===== config.mk =====
export PLATFORM = sky130hd
export DESIGN_NAME = conv_seq_ctrl_flat
export DESIGN_NICKNAME = d
export VERILOG_FILES = /design/src/rtl/conv_seq_ctrl_if.sv /design/src/rtl/conv_seq_ctrl.sv /design/src/flat_wrapper.sv
export SDC_FILE = /design/constraint.sdc
export NUM_CORES = 1
export LEC_CHECK = 0
export ABC_CLOCK_PERIOD_IN_PS = 3600
export CORE_ASPECT_RATIO = 1.1
export CORE_MARGIN = 1.5
export CORE_UTILIZATION = 25
export DETAILED_ROUTE_END_ITERATION = 10
export SYNTH_ARGS = -nofsm -noshare
export SYNTH_HDL_FRONTEND = slang
export SYNTH_SLANG_ARGS = --single-unit

===== constraint.sdc =====
create_clock -name clk -period 3.6 [get_ports clk]
set_input_delay 0.72 -clock clk [delete_from_list [all_inputs] [get_ports clk]]
set_output_delay 0.72 -clock clk [all_outputs]
set_load 0.03 [all_outputs]

===== src/rtl/conv_seq_ctrl_if.sv =====
// AIP-side control/status and datapath strobes of the convolution sequencer.
// The sequencer takes the master modport; the AIP/datapath side takes the slave modport.
interface conv_seq_ctrl_if #(
    parameter int unsigned ADDR_WIDTH = 5
) ();
    logic                  start;
    logic [31:0]           config_in;
    logic [ADDR_WIDTH-1:0] mem_x_addr;
    logic [ADDR_WIDTH-1:0] mem_y_addr;
    logic                  mac_en;
    logic                  mac_load;
    logic [ADDR_WIDTH:0]   mem_z_addr;
    logic                  mem_z_we;
    logic                  busy;
    logic                  done;
    logic                  cfg_err;

    modport master (
        input  start, config_in,
        output mem_x_addr, mem_y_addr, mac_en, mac_load, mem_z_addr, mem_z_we,
        output busy, done, cfg_err
    );

    modport slave (
        output start, config_in,
        input  mem_x_addr, mem_y_addr, mac_en, mac_load, mem_z_addr, mem_z_we,
        input  busy, done, cfg_err
    );
endinterface


===== src/rtl/conv_seq_ctrl.sv =====
// Sequencer for a full linear convolution: walks every (j, k-j) pair in k-major order,
// strobes an external MAC one cycle after each read and writes Z[k] two cycles after its last term.
module conv_seq_ctrl #(
    parameter int unsigned ADDR_WIDTH = 5
) (
    input logic             clk,
    input logic             rst_a,
    conv_seq_ctrl_if.master bus
);
    localparam int unsigned CW = ADDR_WIDTH + 1;
    localparam int unsigned BW = ADDR_WIDTH + 2;
    localparam logic [BW-1:0] MAX_LEN = BW'(2 ** ADDR_WIDTH);

    localparam logic [1:0] StIdle  = 2'd0;
    localparam logic [1:0] StRun   = 2'd1;
    localparam logic [1:0] StDrain = 2'd2;
    localparam logic [1:0] StDone  = 2'd3;

    logic [1:0]    state_q, state_d;
    logic [CW-1:0] size_x_q, size_x_d, size_y_q, size_y_d;
    logic [CW-1:0] k_q, k_d, j_q, j_d;
    logic          cfg_err_q, cfg_err_d;
    logic          drain_q, drain_d;

    logic          mac_en_q, mac_load_q;
    logic          z_pend_q;
    logic [CW-1:0] z_k_q;
    logic          z_we_q;
    logic [CW-1:0] z_addr_q;

    logic [CW-1:0] cfg_x, cfg_y;
    logic          cfg_ok;
    logic [BW-1:0] k_ext, j_ext, sx_ext, sy_ext;
    logic [BW-1:0] j_lo, j_hi, k_nxt, j_lo_nxt, n_m1;
    logic          issue, term_first, term_last, run_end;
    logic [CW-1:0] y_diff;
    logic          unused_bits;

    assign cfg_x  = bus.config_in[CW-1:0];
    assign cfg_y  = bus.config_in[2*CW-1:CW];
    assign cfg_ok = (cfg_x != '0) && (cfg_y != '0) &&
                    ({1'b0, cfg_x} <= MAX_LEN) && ({1'b0, cfg_y} <= MAX_LEN);

    // Bounds are one bit wider than the counters so 32x32 (N = 63) never wraps.
    assign k_ext    = {1'b0, k_q};
    assign j_ext    = {1'b0, j_q};
    assign sx_ext   = {1'b0, size_x_q};
    assign sy_ext   = {1'b0, size_y_q};
    assign j_lo     = (k_ext >= sy_ext) ? k_ext - sy_ext + BW'(1) : '0;
    assign j_hi     = (k_ext < sx_ext - BW'(1)) ? k_ext : sx_ext - BW'(1);
    assign k_nxt    = k_ext + BW'(1);
    assign j_lo_nxt = (k_nxt >= sy_ext) ? k_nxt - sy_ext + BW'(1) : '0;
    assign n_m1     = sx_ext + sy_ext - BW'(2);

    assign issue      = (state_q == StRun);
    assign term_first = (j_ext == j_lo);
    assign term_last  = (j_ext == j_hi);
    assign run_end    = term_last && (k_ext == n_m1);

    always_comb begin
        state_d   = state_q;
        size_x_d  = size_x_q;
        size_y_d  = size_y_q;
        k_d       = k_q;
        j_d       = j_q;
        cfg_err_d = cfg_err_q;
        drain_d   = drain_q;
        case (state_q)
            StIdle: begin
                if (bus.start) begin
                    size_x_d = cfg_x;
                    size_y_d = cfg_y;
                    k_d      = '0;
                    j_d      = '0;
                    if (cfg_ok) begin
                        state_d   = StRun;
                        cfg_err_d = 1'b0;
                    end else begin
                        state_d   = StDone;
                        cfg_err_d = 1'b1;
                    end
                end
            end
            StRun: begin
                if (term_last) begin
                    if (run_end) begin
                        state_d = StDrain;
                        drain_d = 1'b0;
                        k_d     = '0;
                        j_d     = '0;
                    end else begin
                        k_d = k_nxt[CW-1:0];
                        j_d = j_lo_nxt[CW-1:0];
                    end
                end else begin
                    j_d = j_q + CW'(1);
                end
            end
            StDrain: begin
                drain_d = ~drain_q;
                if (drain_q) begin
                    state_d = StDone;
                end
            end
            StDone: begin
                state_d = StIdle;
            end
            default: begin
                state_d = StIdle;
            end
        endcase
    end

    always_ff @(posedge clk or posedge rst_a) begin
        if (rst_a) begin
            state_q    <= StIdle;
            size_x_q   <= '0;
            size_y_q   <= '0;
            k_q        <= '0;
            j_q        <= '0;
            cfg_err_q  <= 1'b0;
            drain_q    <= 1'b0;
            mac_en_q   <= 1'b0;
            mac_load_q <= 1'b0;
            z_pend_q   <= 1'b0;
            z_k_q      <= '0;
            z_we_q     <= 1'b0;
            z_addr_q   <= '0;
        end else begin
            state_q    <= state_d;
            size_x_q   <= size_x_d;
            size_y_q   <= size_y_d;
            k_q        <= k_d;
            j_q        <= j_d;
            cfg_err_q  <= cfg_err_d;
            drain_q    <= drain_d;
            // Memory read takes one cycle, so MAC strobes trail the issued term by one cycle.
            mac_en_q   <= issue;
            mac_load_q <= issue && term_first;
            z_pend_q   <= issue && term_last;
            z_k_q      <= k_q;
            z_we_q     <= z_pend_q;
            z_addr_q   <= z_pend_q ? z_k_q : '0;
        end
    end

    assign y_diff = k_q - j_q;

    assign bus.mem_x_addr = issue ? j_q[ADDR_WIDTH-1:0] : '0;
    assign bus.mem_y_addr = issue ? y_diff[ADDR_WIDTH-1:0] : '0;
    assign bus.mac_en     = mac_en_q;
    assign bus.mac_load   = mac_load_q;
    assign bus.mem_z_we   = z_we_q;
    assign bus.mem_z_addr = z_addr_q;
    assign bus.busy       = (state_q == StRun) || (state_q == StDrain);
    assign bus.done       = (state_q == StDone);
    assign bus.cfg_err    = cfg_err_q;

    assign unused_bits = ^{bus.config_in[31:2*CW], y_diff[CW-1], k_nxt[BW-1], j_lo_nxt[BW-1]};
endmodule

===== src/flat_wrapper.sv =====
// flat-port wrapper written by rule: the top's interface ports become plain ports
module conv_seq_ctrl_flat 
#(
    parameter int unsigned ADDR_WIDTH = 5
)
  (clk, rst_a, bus_start, bus_config_in, bus_mem_x_addr, bus_mem_y_addr, bus_mac_en, bus_mac_load, bus_mem_z_addr, bus_mem_z_we, bus_busy, bus_done, bus_cfg_err);
  conv_seq_ctrl_if #(.ADDR_WIDTH(ADDR_WIDTH)) bus_i ();
  input logic clk;
  input logic rst_a;
  input wire logic [$bits(bus_i.start)-1:0] bus_start;
  input wire logic [$bits(bus_i.config_in)-1:0] bus_config_in;
  output wire logic [$bits(bus_i.mem_x_addr)-1:0] bus_mem_x_addr;
  output wire logic [$bits(bus_i.mem_y_addr)-1:0] bus_mem_y_addr;
  output wire logic [$bits(bus_i.mac_en)-1:0] bus_mac_en;
  output wire logic [$bits(bus_i.mac_load)-1:0] bus_mac_load;
  output wire logic [$bits(bus_i.mem_z_addr)-1:0] bus_mem_z_addr;
  output wire logic [$bits(bus_i.mem_z_we)-1:0] bus_mem_z_we;
  output wire logic [$bits(bus_i.busy)-1:0] bus_busy;
  output wire logic [$bits(bus_i.done)-1:0] bus_done;
  output wire logic [$bits(bus_i.cfg_err)-1:0] bus_cfg_err;
  assign bus_i.start = bus_start;
  assign bus_i.config_in = bus_config_in;
  assign bus_mem_x_addr = bus_i.mem_x_addr;
  assign bus_mem_y_addr = bus_i.mem_y_addr;
  assign bus_mac_en = bus_i.mac_en;
  assign bus_mac_load = bus_i.mac_load;
  assign bus_mem_z_addr = bus_i.mem_z_addr;
  assign bus_mem_z_we = bus_i.mem_z_we;
  assign bus_busy = bus_i.busy;
  assign bus_done = bus_i.done;
  assign bus_cfg_err = bus_i.cfg_err;
  conv_seq_ctrl #(.ADDR_WIDTH(ADDR_WIDTH)) u_core (.clk(clk), .rst_a(rst_a), .bus(bus_i));
endmodule

==> flow_summary.toml <==
[synth]
synth.distinct_cells = 66
synth_fa_ha_area_frac = 0.205
ys_ff_latch = 44
ys_seq_area_frac = 0.285
syn_inst = 406
synthXorXnorAreaFrac = 0.0853
yosys.area_share.simple = 0.134
synth_enable_flop_cells = 0
ys_warn_count = 0
synth.area.mux_share = 0.0509
syn_area_sq_um = 3860
synth-compound-area-share = 0.172
ys_dominant_reg_cell = "dfrtp_1"
syn-num-nets = 500
synth_top_family_by_area = "adder cells"
async_reset_ff_frac = 1.00
avgSynthCellArea_sq_um = 9.50

[grt]
grt_use_total = 0.127
grt_max_degree = 24
antenna_found_initial = 0
grt_pass1_wl_um = 16400
grt_overflow_total = 0
grt_pass1_vias = 3405

[clock_network]
cts_num_sinks = 44
numCtsBuffers = 5
cts_tree = "built"
clock_latency_ns = 0.29
h-tree-depth = 2
cts-root-buf = "clkbuf_16"
ctsHoldBuffers = 0
clockBufferDepth = 2
clk_pin_slew_ns = 0.06

[finish]
antenna_cells = 0
layout-drive-gt1-share = 0.158
final_util = 0.323
areaGrowthSynthToFinish_pct = 25.9
instances_no_fill = 664
multi_input_area_sq_um = 2550
fillers = 1565
fin_nets = 561
final_area_sq_um = 4860
regArea_sq_um = 1100

[worst_setup_path]
arrival_ns = 3.62
reg2reg_depth = 14
end_kind = "register"
crit_start = "u_core.size_x_q[0]"
crit_type = "register to register"
cp_data_required_time_ns = 3.77
reg2reg_setup_slack_ns = 0.15
path_max_fanout = 5
crit_path_start_kind = "register"
r2r_start = "u_core.size_x_q[0]"
reg2reg_to = "u_core.j_q[2]"

[die]
rows = 47
dieArea_sq_um = 16200
dieWidth_um = 121
start_util = 0.256
fp.dieH_um = 133
io_pins = 57
design.core.area_sq_um = 15100

[placement]
gp_congestion = 0.889
port_buffers = 36
place_inst = 653
postPlaceCellArea_sq_um = 4610
dp_hpwl_um = 7940

[detailed_routing]
finalWirelength_um = 9950
ant_nets = 0
avgViaCountPerCell = 4.92
first_pass_iters = 5
drtIter0Drc = 151
drc = 0
wl_per_cell_um = 15.0
vias = 3264

[power_and_ir_drop]
swShare = 0.461
powerDensity_nw_per_um2 = 895
power_frac_seq = 0.171
power.share.clock = 0.120
ir_worst_vdd_v = 0.000262
p_int_mw = 2.34
p_leak_nw = 2.27
p_sw_mw = 2.00
p_comb_frac = 0.709

[hold_path]
min_path_type = "register to register"
whs_path_depth = 0
hold_start = "u_core.k_q[4]"
hold_path_end = "u_core.z_k_q[4]"

[sta]
max_slew.worst_pin.slew_ns = 0.982
setup_viol = 0
relSlewSlack = 0.339
period_minus_slack_ns = 3.45
slew_viol_final = 0
fin_skew_ns = 0.00793
max_freq_mhz = 290
fin_crit_sh = 0.959
hold_viol_final = 0

[job]
drv_cap = 0

[status]
status = "complete, no violations"
==> registers in the layout (all words and copies together) (netlist names) <==
name                   cells
u_core.bus.cfg_err         1
u_core.bus.mac_en          1
u_core.bus.mac_load        1
u_core.bus.mem_z_addr      6
u_core.bus.mem_z_we        1
u_core.drain_q             1
u_core.j_q                 6
u_core.k_q                 6
u_core.size_x_q            6
u_core.size_y_q            6
u_core.state_q             2
u_core.z_k_q               6
u_core.z_pend_q            1
==> worst max-delay path, cell delays in order (launching register included) <==
cell and delay [ns]:
dfrtp_2 0.45, inv_1 0.11, ha_1 0.18, nor3b_4 0.21, xnor2_1 0.17, ha_1 0.29
a21o_1 0.22, a21oi_2 0.18, a21oi_2 0.08, or4_4 0.55, a21oi_4 0.18, buf_4 0.14
and2_2 0.21, nor3_2 0.06, a221o_1 0.29
==> final cells by class <==
| class | count | area share |
|---|---|---|
| Clock buffer | 5 | 0.0258 |
| Clock inverter | 3 | 0.00953 |
| Inverter | 49 | 0.0379 |
| Multi-Input combinational cell | 299 | 0.526 |
| Sequential cell | 44 | 0.227 |
| Tap cell | 196 | 0.0505 |
| Timing Repair Buffer | 68 | 0.124 |
==> power by group through the flow <==
stage	Clock [mW]	Combinational (mW)	Sequential, mW
after floorplan	0	2.17	0.757
after global placement	0	2.84	0.741
after detailed placement	0	2.94	0.747
after CTS	0.539	2.96	0.738
after global routing	0.551	3.39	0.764
final	0.524	3.08	0.741
==> timing repair <==
item	in CTS	in global routing
cloned	0	1
gates resized for setup	1	12
setup endpoints to repair	2	12
pin swaps	0	5
buffers inserted	0	2
==> cell usage in the layout, fill, tap and decap left out, types with 3 or more instances in the layout <==
master	netlist	final
or4_1	4	3
nor3_1	3	3
a22o_1	7	7
a211oi_1	3	3
clkdlybuf4s50_1	0	36
o211ai_1	4	4
nand3_1	13	13
and3_1	5	4
mux2_2	13	13
mux2i_1	5	5
fa_1	7	6
dfrtp_1	44	43
buf_4	0	32
o21ai_0	12	12
a221o_1	3	3
clkbuf_16	0	5
inv_1	48	47
nor4_1	3	3
xor2_1	15	15
nand2_1	16	16
xnor2_1	20	19
o22ai_1	3	3
a21oi_1	18	17
a31oi_1	4	4
ha_1	52	52
nor2_1	21	20
a21o_1	13	13
and2_1	10	10
==> worst max path at each step <==
| stage | endpoint |
|---|---|
| after floorplan | u_core.j_q[2] |
| after global placement | u_core.k_q[0] |
| after detailed placement | u_core.j_q[3] |
| after CTS | u_core.j_q[3] |
| after global routing | u_core.j_q[3] |
| final | u_core.j_q[2] |
==> Yosys cell counts (2+ instances only) <==
library cell | instances | share of area
clkbuf_1 | 12 | 0.012
a22o_1 | 7 | 0.016
a31oi_1 | 4 | 0.0065
o31ai_1 | 2 | 0.0039
mux2i_1 | 5 | 0.013
ha_1 | 52 | 0.17
nand2_1 | 16 | 0.016
inv_1 | 48 | 0.047
a21oi_1 | 18 | 0.023
xnor2_1 | 20 | 0.045
nor3b_1 | 3 | 0.0058
a21o_1 | 13 | 0.025
and2_1 | 10 | 0.016
o211ai_1 | 4 | 0.0078
nand3_1 | 13 | 0.017
nor2_1 | 21 | 0.020
dfrtp_1 | 44 | 0.29
a211oi_1 | 3 | 0.0058
and3_1 | 5 | 0.0081
o21ai_0 | 12 | 0.016
a211o_1 | 2 | 0.0045
o22ai_1 | 3 | 0.0049
o32ai_1 | 2 | 0.0045
nand4_1 | 2 | 0.0032
nor3_1 | 3 | 0.0039
mux2_2 | 13 | 0.038
a221o_1 | 3 | 0.0078
fa_1 | 7 | 0.036
nor4_1 | 3 | 0.0049
xor2_1 | 15 | 0.034
o32a_1 | 2 | 0.0052
nor2b_1 | 2 | 0.0032
or4_1 | 4 | 0.0078
==> metrics by stage <==
stage / worst slack [ns] / TNS (ns) / total power [mW] / hold slack, ns
global route: -0.00147 / -0.00147 / 4.71 / 0.444
CTS: 0.0826 / 0 / 4.24 / 0.431
global placement: 0.0982 / 0 / 3.58 / 0.414
finish: 0.146 / 0 / 4.35 / 0.428
detailed placement: 0.00280 / 0 / 3.69 / 0.414
floorplan: 0.0863 / 0 / 2.93 / 0.404
==> kinds of logic (layout without fill, tap and decap cells) <==
kind of cell | count (synthesis) | count (layout)
and+or+nand+nor | 93 | 94
AOI/OAI and AO/OA | 92 | 92
buffers and inverters | 64 | 125
adders and majority gates | 59 | 59
DFF | 44 | 44
xor gates and xnor gates | 36 | 36
muxes | 18 | 18
==> routing by layer <==
metal	vias up	GRT usage	wire length [um]
met3	26	0.0150	401
met2	92	0.228	5130
met1	1587	0.144	3970
met4	0	0.0725	446
met5	-	0	0
li1	1559	-	-
Note: power is estimated with default switching activity, not from simulation.
